--- config.mk ---
export PLATFORM = sky130hd
export DESIGN_NAME = sata_rx_prim_decode
export DESIGN_NICKNAME = d
export VERILOG_FILES = /design/src/rtl/sata_rx_prim_decode.sv
export SDC_FILE = /design/constraint.sdc
export NUM_CORES = 1
export LEC_CHECK = 0
export CORE_MARGIN = 2
export CORE_UTILIZATION = 51
export CTS_CLUSTER_SIZE = 28
export DETAILED_ROUTE_END_ITERATION = 8
export PLACE_DENSITY = 0.8
export SLEW_MARGIN = 20
export SYNTH_ARGS = -nofsm -noshare
export SYNTH_HDL_FRONTEND = slang
export SYNTH_SLANG_ARGS = --single-unit
--- constraint.sdc ---
create_clock -name phyclk -period 4.55 [get_ports phyclk]
set_input_delay 1.1375 -clock phyclk [delete_from_list [all_inputs] [get_ports phyclk]]
set_output_delay 1.1375 -clock phyclk [all_outputs]
set_load 0.1 [all_outputs]
--- src/rtl/sata_rx_prim_decode.sv ---
// Purpose: decodes received SATA dwords into primitives and frame payload, with CONT expansion and frame tracking.
// Latency: every output is registered; each input dword produces its response exactly 1 phyclk later.
// Backpressure: none. A dword is consumed every phyclk, and the downstream logic must accept every output cycle.
//
// Ports:
//   phyclk, phyreset          PHY word clock and synchronous active-high reset
//   rxdata, rxdatak, linkup   received dword, primitive qualifier, and link-up qualifier (linkup=0 acts as reset)
//   prim_vld, prim_code       decoded primitive strobe and code (CONT repeats the last primitive)
//   data_out, data_vld        frame payload dword and its qualifier (data_out holds when data_vld=0)
//   sof_pls, eof_pls          frame start and frame end strobes
//   frame_len                 payload dword count of the last completed frame (saturates at 0xFFFF)
//   err_unknown/stray/cont    unknown primitive, stray data or SOF, and CONT without a history

module sata_rx_prim_decode (
    input  logic        phyclk,
    input  logic        phyreset,
    input  logic [31:0] rxdata,
    input  logic        rxdatak,
    input  logic        linkup,
    output logic        prim_vld,
    output logic [4:0]  prim_code,
    output logic [31:0] data_out,
    output logic        data_vld,
    output logic        sof_pls,
    output logic        eof_pls,
    output logic [15:0] frame_len,
    output logic        err_unknown,
    output logic        err_stray,
    output logic        err_cont
);

    localparam logic [4:0] C_ALIGN = 5'd0,  C_CONT  = 5'd1,  C_SYNC  = 5'd2;
    localparam logic [4:0] C_SOF   = 5'd7,  C_EOF   = 5'd8,  C_X_RDY = 5'd9;
    localparam logic [4:0] C_WTRM  = 5'd10;

    typedef enum logic {IDLE, IN_FRAME} frame_state_t;

    frame_state_t state, nxt_state;
    logic [15:0]  cnt, nxt_cnt;
    logic         cont_active, nxt_cont_active;
    logic         last_vld, nxt_last_vld;
    logic [4:0]   last_code, nxt_last_code;

    logic         nxt_prim_vld, nxt_data_vld, nxt_sof, nxt_eof;
    logic         nxt_err_unknown, nxt_err_stray, nxt_err_cont;
    logic [4:0]   nxt_prim_code;
    logic [31:0]  nxt_data_out;
    logic [15:0]  nxt_frame_len;

    // Exact 32-bit primitive match
    logic         dec_hit;
    logic [4:0]   dec_code;

    always_comb begin
        dec_hit  = 1'b1;
        dec_code = C_ALIGN;
        case (rxdata)
            32'h7B4A4ABC: dec_code = C_ALIGN;
            32'h9999AA7C: dec_code = C_CONT;
            32'hB5B5957C: dec_code = C_SYNC;
            32'h4A4A957C: dec_code = 5'd3;
            32'h5555B57C: dec_code = 5'd4;
            32'h3535B57C: dec_code = 5'd5;
            32'h5656B57C: dec_code = 5'd6;
            32'h3737B57C: dec_code = C_SOF;
            32'hD5D5B57C: dec_code = C_EOF;
            32'h5757B57C: dec_code = C_X_RDY;
            32'h5858B57C: dec_code = C_WTRM;
            32'hD5D5AA7C: dec_code = 5'd11;
            32'h9595AA7C: dec_code = 5'd12;
            32'h3636B57C: dec_code = 5'd13;
            32'h1717B57C: dec_code = 5'd14;
            32'h7575957C: dec_code = 5'd15;
            32'h9595957C: dec_code = 5'd16;
            32'hF5F5957C: dec_code = 5'd17;
            default:      dec_hit  = 1'b0;
        endcase
    end

    logic is_cont, is_prim, is_unknown, is_data;
    assign is_cont    = rxdatak &  dec_hit & (dec_code == C_CONT);
    assign is_prim    = rxdatak &  dec_hit & (dec_code != C_CONT) & (dec_code != C_ALIGN);
    assign is_unknown = rxdatak & ~dec_hit;
    assign is_data    = ~rxdatak;

    // State register; linkup loss behaves exactly like reset
    always_ff @(posedge phyclk) begin
        if (phyreset || !linkup) begin
            state       <= IDLE;
            cnt         <= 16'd0;
            cont_active <= 1'b0;
            last_vld    <= 1'b0;
            last_code   <= 5'd0;
        end else begin
            state       <= nxt_state;
            cnt         <= nxt_cnt;
            cont_active <= nxt_cont_active;
            last_vld    <= nxt_last_vld;
            last_code   <= nxt_last_code;
        end
    end

    // Next-state logic. ALIGN falls through every branch and leaves all state untouched.
    always_comb begin
        nxt_state       = state;
        nxt_cnt         = cnt;
        nxt_cont_active = cont_active;
        nxt_last_vld    = last_vld;
        nxt_last_code   = last_code;
        if (is_prim) begin
            nxt_last_vld    = 1'b1;
            nxt_last_code   = dec_code;
            nxt_cont_active = 1'b0;
            case (dec_code)
                C_SOF: begin
                    nxt_state = IN_FRAME;
                    nxt_cnt   = 16'd0;
                end
                C_EOF, C_SYNC, C_X_RDY, C_WTRM: nxt_state = IDLE;
                default: ;
            endcase
        end else if (is_cont) begin
            if (last_vld) begin
                nxt_cont_active = 1'b1;
            end
        end else if (is_unknown) begin
            nxt_cont_active = 1'b0;
        end else if (is_data && !cont_active && state == IN_FRAME) begin
            nxt_cnt = (cnt == 16'hFFFF) ? cnt : cnt + 16'd1;
        end
    end

    // Output logic, computed one cycle ahead of the output registers
    always_comb begin
        nxt_prim_vld    = 1'b0;
        nxt_prim_code   = prim_code;
        nxt_data_vld    = 1'b0;
        nxt_data_out    = data_out;
        nxt_sof         = 1'b0;
        nxt_eof         = 1'b0;
        nxt_frame_len   = frame_len;
        nxt_err_unknown = 1'b0;
        nxt_err_stray   = 1'b0;
        nxt_err_cont    = 1'b0;
        if (is_prim) begin
            nxt_prim_vld  = 1'b1;
            nxt_prim_code = dec_code;
            if (dec_code == C_SOF) begin
                nxt_sof       = (state == IDLE);
                nxt_err_stray = (state == IN_FRAME);
            end else if (dec_code == C_EOF && state == IN_FRAME) begin
                nxt_eof       = 1'b1;
                nxt_frame_len = cnt;
            end
        end else if (is_cont) begin
            if (last_vld) begin
                nxt_prim_vld  = 1'b1;
                nxt_prim_code = last_code;
            end else begin
                nxt_err_cont = 1'b1;
            end
        end else if (is_unknown) begin
            nxt_err_unknown = 1'b1;
        end else if (is_data) begin
            // While CONT is active, junk dwords repeat the last primitive instead of carrying payload
            if (cont_active) begin
                nxt_prim_vld  = 1'b1;
                nxt_prim_code = last_code;
            end else if (state == IN_FRAME) begin
                nxt_data_vld = 1'b1;
                nxt_data_out = rxdata;
            end else begin
                nxt_err_stray = 1'b1;
            end
        end
    end

    always_ff @(posedge phyclk) begin
        if (phyreset || !linkup) begin
            prim_vld    <= 1'b0;
            prim_code   <= 5'd0;
            data_vld    <= 1'b0;
            data_out    <= 32'd0;
            sof_pls     <= 1'b0;
            eof_pls     <= 1'b0;
            frame_len   <= 16'd0;
            err_unknown <= 1'b0;
            err_stray   <= 1'b0;
            err_cont    <= 1'b0;
        end else begin
            prim_vld    <= nxt_prim_vld;
            prim_code   <= nxt_prim_code;
            data_vld    <= nxt_data_vld;
            data_out    <= nxt_data_out;
            sof_pls     <= nxt_sof;
            eof_pls     <= nxt_eof;
            frame_len   <= nxt_frame_len;
            err_unknown <= nxt_err_unknown;
            err_stray   <= nxt_err_stray;
            err_cont    <= nxt_err_cont;
        end
    end

endmodule
Yosys cells after proc, flatten, opt, wreduce, memory -nomap -nowiden
Index checks and enable logic that the tools add are counted.
{ "classes": {"n_addsub": 1, "order_cmp": 0, "n_div": 0, "n_mux": 35, "bitwise_logic": 13, "eq_ne": 34, "mul": 0, "shifts": 0, "n_reduce_logical": 25} }
{ "ops": {"columns": ["cell", "count"], "rows": [
  ["equality test 32 x 31 -> 1 bit, second input constant", 7],
  ["equality test 32 bit, second input constant", 7],
  ["equality test 32 x 30 -> 1 bit, second input constant", 3],
  ["2-to-1 mux 16 bit", 6],
  ["one-hot mux 5 bit (17 select lines)", 1],
  ["equality test 32 x 29 -> 1 bit, second input constant", 1],
  ["2-to-1 mux 5 bit", 6],
  ["2-to-1 mux 1 bit", 21],
  ["OR reduction 18 bit", 1],
  ["adder 16 x 1 -> 16 bit, second input constant", 1],
  ["equality test 16 bit, second input constant", 1],
  ["equality test 5 x 4 -> 1 bit, second input constant", 3],
  ["OR reduction 3 bit", 4],
  ["inverter 1 bit", 8],
  ["!= test 2 bit, second input constant", 3],
  ["AND reduction 6 bit", 1],
  ["nonzero test 2 bit", 3],
  ["OR reduction 6 bit", 1],
  ["AND 1 bit", 5],
  ["equality test 5 x 1 -> 1 bit, second input constant", 1],
  ["equality test 5 x 2 -> 1 bit, second input constant", 1],
  ["equality test 5 x 3 -> 1 bit, second input constant", 1],
  ["!= test 5 x 1 -> 1 bit, second input constant", 1],
  ["AND reduction 5 bit", 1],
  ["other kinds (15)", 20]
]} }
{ "totals": {"romBits": 0, "reg_bits": 84, "latch_bits": 0, "memories": 0, "word_cells": 123, "ram_bits": 0, "out_inout_bits": 60} }

Longest topological paths before layout
{ "depth": {"ltp_word": 8, "depth_mapped": 11} }

Worst setup path after synthesis
No wires, ideal clock.
{ "synth_path": {"kind": "in2reg", "from": "in rxdata[1]", "to": "reg frame_len[5]", "setup_ps": 128, "slack_ps": 1030, "arrival_ps": 3392, "required_ps": 4422, "stages": 9, "cell_sequence": "nand4bb_4 -> or3_1 -> or4_4 -> a21bo_4 -> nor4_4 -> nor3_4 -> buf_8 -> mux2i_1 -> nor2_1"} }
{ "synth_via": {"elab_chain_len": 7, "elab_cells_between_ends": 31, "cone_classes": "eq/ne (21); mux (2); bitwise (4); reduce/logical (4)"} }
{ "synth_lines": {"columns": ["item", "line", "text"], "rows": [
  ["from (decl)", "17", "input logic [31:0] rxdata,"],
  ["branches (longest 6 deep; another with equality test 32 bit)", null, null],
  ["AND reduction 3 bit (no line) *", null, null],
  ["to (signal assigned)", "197", "frame_len <= nxt_frame_len;"],
  ["to (decl)", "26", "output logic [15:0] frame_len,"]
]} }
Mark *: on every way between the ends.
A chain may end at the register's enable or synchronous reset.

Worst setup path in the final report
{ "layout_path": {"from": "in rxdata[29]", "to": "reg cnt[15]"} }
{ "layout_via": {"elab_chain_len": 8, "elab_cells_between_ends": 38, "cone_classes": "eq/ne (25); mux (3); bitwise (6); reduce/logical (4)"} }
{ "layout_lines": {"columns": ["item", "line", "text"], "rows": [
  ["branches (longest 8 deep; another with equality test 32 bit)", null, null],
  ["to (signal assigned)", "96", "cnt <= nxt_cnt;"],
  ["to (decl)", "39", "logic [15:0] cnt, nxt_cnt;"]
]} }
Parallel ways; which one is timed is not known.

==> results.yml <==
critical_path:
  worstSetupPathType: "primary input to flip-flop"
  crit_chain: "clkdlybuf4s50_1 -> nand4bb_1 -> o22ai_1 -> a211o_1 -> a32o_2 -> nor4_4 -> nor4_4 -> nor3_2 -> a211o_1"
  worstPathMaxFanout: 13
  cp-end-kind: "flip-flop"
  rrSetupSlack_ns: 1.74
  cpMaxStageDelayCell: "sky130_fd_sc_hd__clkdlybuf4s50_1"
  arrival_ns: 4.28
  timing.rr.start: "cnt[0]"
  timing.critical_path.required_ns: 4.84
  critical_path.startpoint_type: "primary input"
  ff2ff_path_depth: 8
  critical-path-max-stage-delay_ns: 0.70
  worstReg2RegEnd: "cnt[15]"
synth:
  synth_compound_area_frac: 0.187
  ys_types: 70
  synth_xor_area_frac: 0
  synth_nets: 583
  synthFlopType: "sky130_fd_sc_hd__dfxtp_1"
  synthMostInstantiatedCell: "sky130_fd_sc_hd__nand2_1"
  yosysWarnings: 0
  syn_avg_cell_area_sq_um: 8.24
  synthDominantCellAreaShare: 0.374
  synth_top_area_cell: "sky130_fd_sc_hd__dfxtp_1"
  fraction_of_the_mapped_netlist_area_in_simple_logic_gates: 0.354
  yosys-top-cells-count: "sky130_fd_sc_hd__nand2_1 (97), sky130_fd_sc_hd__dfxtp_1 (84), sky130_fd_sc_hd__a21oi_1 (57), sky130_fd_sc_hd__nor2_1 (51), sky130_fd_sc_hd__nand3_1 (23)"
  synth.ff_latch_count: 84
  synth.top_cells.by_area: "sky130_fd_sc_hd__dfxtp_1 (37%), sky130_fd_sc_hd__nand2_1 (8.1%), sky130_fd_sc_hd__a21oi_1 (6.3%)"
  syn_inst: 546
  synth_top_family_by_area: "simple AND/OR/NAND/NOR gates"
  share_of_synthesized_cell_area_in_full_adder_half_adder_and_majority_cells: 0.00278
  synth_sequential_area_ratio: 0.374
  post_synth_mux_area_share: 0.0356
  synth_enable_flop_cells: 0
  share_of_flip_flops_with_an_asynchronous_set_or_reset_after_synthesis: 0
  syn_area_sq_mm: 0.00450
clocking:
  cts-resized-gates: 0
  cts_hold_repair.buffers: 0
  clk_root_buffer_cell: "sky130_fd_sc_hd__clkbuf_8"
  tritoncts.num_buffers: 9
  cts_tree: "built"
  h_tree_levels: 3
  clock_sinks: 84
  clk-insertion-delay-late_ns: 0.36
  longest_clk_path_bufs: 2
  clkTransAtPathRegs_ns: 0.08
  postCtsSetupBuffers: 0
routing:
  final_routed_drc_violation_total: 0
  via_count: 4604
  vias_per_cell: 6.09
  routed_wl_um: 13600
  ant_nets: 0
  firstDrtPassIters: 5
  wl_per_cell_um: 18.0
  detail_route.iter0.violations: 338
floorplanning:
  die_x_um: 97.9
  i_o_pin_total: 96
  floorplan.core_area_sq_mm: 0.00864
  die_area_sq_mm: 0.00959
  floorplan.initialDensity: 0.521
  floorplan.die.height_um: 97.9
  num_rows: 34
sta:
  report.final.hold_viol_count: 0
  worst_hold_slack_ns: 0.455
  final.setup.tns_ns: 0
  report.final.setup_viol: 0
  min_cycle_time_layout_ns: 3.99
  rsz0062_at_grt: "false"
  worst_slew_pin_slew_ns: 1.02
  timing.slew.headroom: 0.320
  report.final.slew_viol_count: 0
  finClkSkew_ns: 0.0117
  min_period_over_period: 0.877
  fmax_mhz: 251
final_layout:
  flow.area_growth_from_synthesis_pct: 28.5
  insertedDiodeCount: 0
  final_nets: 680
  drive_gt1_frac: 0.0972
power_and_ir_drop:
  p_leak_nw: 1.94
  power_density_mw_per_mm2: 248
  net-switching-power_mw: 0.341
  power.share.combinational: 0.075
  clock_share_of_power: 0.412
  ir_drop_uv: 125
  power_report.internal_total_mw: 1.09
  seqPwrFrac: 0.513
  switching_part_of_the_total_power: 0.238
placement:
  hpwlAfterDp_um: 10200
  finalWeightedCongestion: 0.970
  port-buffer-count: 95
hold_path:
  startpoint_of_the_tightest_hold_check_path: "data_out[12]"
  hold_path_depth: 2
  worst_hold_endpoint: "data_out[12]"
  hp-class: "flip-flop to flip-flop"
global_route:
  grt_pass1_wl_um: 22100
  gr-total-overflow: 0
  grtUsageTotal: 0.281
  grt_antenna_before_repair: 0
  grt_start_max_net_pins: 63
  via_count_of_the_first_global_routing_pass: 4459
status:
  outcome: "finished clean"
job:
  max_cap_check_violation_count: 0
-- how the worst max path moves through the flow --
stage | startpoint | to | slack [ns]
2_1_floorplan | rxdata[1] | frame_len[5] | 1.03
3_3_place_gp | rxdata[29] | cnt[14] | 0.31
3_5_place_dp | rxdata[29] | cnt[15] | 0.21
4_1_cts | rxdata[29] | cnt[15] | 0.56
5_1_grt | rxdata[31] | prim_code[2] | 0.39
6_report | rxdata[29] | cnt[15] | 0.56
-- layer usage --
layer  global-route usage  share of wire
met5                    0              0
met4               0.0694          0.016
met2                0.473           0.48
met1                0.377           0.44
met3               0.0501          0.062
-- metrics by stage --
| step | area [sq um] | total power, mW | instances | util | setup slack [ns] |
|---|---|---|---|---|---|
| global placement | 5570 | 0.856 | 740 | 0.645 | 0.312 |
| CTS | 5780 | 1.44 | 756 | 0.670 | 0.561 |
| finish | 5780 | 1.43 | 756 | 0.670 | 0.561 |
| floorplan | 4500 | 0.803 | 546 | - | 1.03 |
| detailed placement | 5570 | 0.858 | 740 | 0.645 | 0.214 |
| global route | 5780 | 1.48 | 756 | 0.670 | 0.391 |
-- flip-flops by register name (all words and copies together), names as in the netlist --
register and flops:
eof_pls 1, frame_len 16, data_vld 1, err_unknown 1, err_cont 1, prim_code 5, sof_pls 1, last_vld 1
data_out 32, state 1, prim_vld 1, cont_active 1, err_stray 1, last_code 5, cnt 16
-- cells in the final DEF, fill, tap and decap left out, types with 4 or more instances in the layout --
| cell | Yosys | layout |
|---|---|---|
| sky130_fd_sc_hd__clkbuf_8 | 3 | 9 |
| sky130_fd_sc_hd__o22ai_1 | 7 | 7 |
| sky130_fd_sc_hd__a211o_1 | 4 | 4 |
| sky130_fd_sc_hd__clkdlybuf4s50_1 | 0 | 95 |
| sky130_fd_sc_hd__dfxtp_1 | 84 | 84 |
| sky130_fd_sc_hd__or3_1 | 13 | 13 |
| sky130_fd_sc_hd__nand4bb_1 | 4 | 4 |
| sky130_fd_sc_hd__o21ai_0 | 9 | 9 |
| sky130_fd_sc_hd__and4bb_2 | 4 | 4 |
| sky130_fd_sc_hd__nor4_1 | 9 | 9 |
| sky130_fd_sc_hd__a32oi_1 | 5 | 5 |
| sky130_fd_sc_hd__a21oi_1 | 57 | 57 |
| sky130_fd_sc_hd__nor3_1 | 13 | 13 |
| sky130_fd_sc_hd__nand4_1 | 15 | 15 |
| sky130_fd_sc_hd__and2_1 | 6 | 6 |
| sky130_fd_sc_hd__buf_4 | 1 | 21 |
| sky130_fd_sc_hd__mux2i_1 | 16 | 16 |
| sky130_fd_sc_hd__nand3_1 | 23 | 23 |
| sky130_fd_sc_hd__o211a_1 | 4 | 4 |
| sky130_fd_sc_hd__nand2_1 | 97 | 97 |
| sky130_fd_sc_hd__nor2_1 | 51 | 51 |
| sky130_fd_sc_hd__a21o_1 | 11 | 11 |
| sky130_fd_sc_hd__and3_1 | 9 | 9 |
-- logic make-up after synthesis --
family | Yosys count
mux | 16
simple gates | 283
fa+ha+maj | 1
flops | 84
buf+inv | 34
compound gates | 128
-- critical path, delay by kind of cell --
kind | cells | cell delay, ns
buf+inv | 1 | 0.70
compound gates | 4 | 0.97
simple gates | 4 | 1.47
-- final cells by class --
type / count / area, sq um
clock buffers: 11 / 131
clock inverters: 5 / 85.1
fillers: 723 / 2850
inverters: 3 / 11.3
multi-input cells: 428 / 2610
flip-flops and latches: 84 / 1680
well taps: 108 / 135
repair buffers: 117 / 1130
-- power by group through the flow --
stage	Clock, mW	Sequential (mW)	Combinational, mW
5_1_grt	0.633	0.735	0.113
2_1_floorplan	0	0.758	0.0451
3_3_place_gp	0	0.753	0.104
6_report	0.591	0.735	0.107
4_1_cts	0.599	0.735	0.106
3_5_place_dp	0	0.753	0.105
Note: power is estimated with default switching activity, not from simulation.
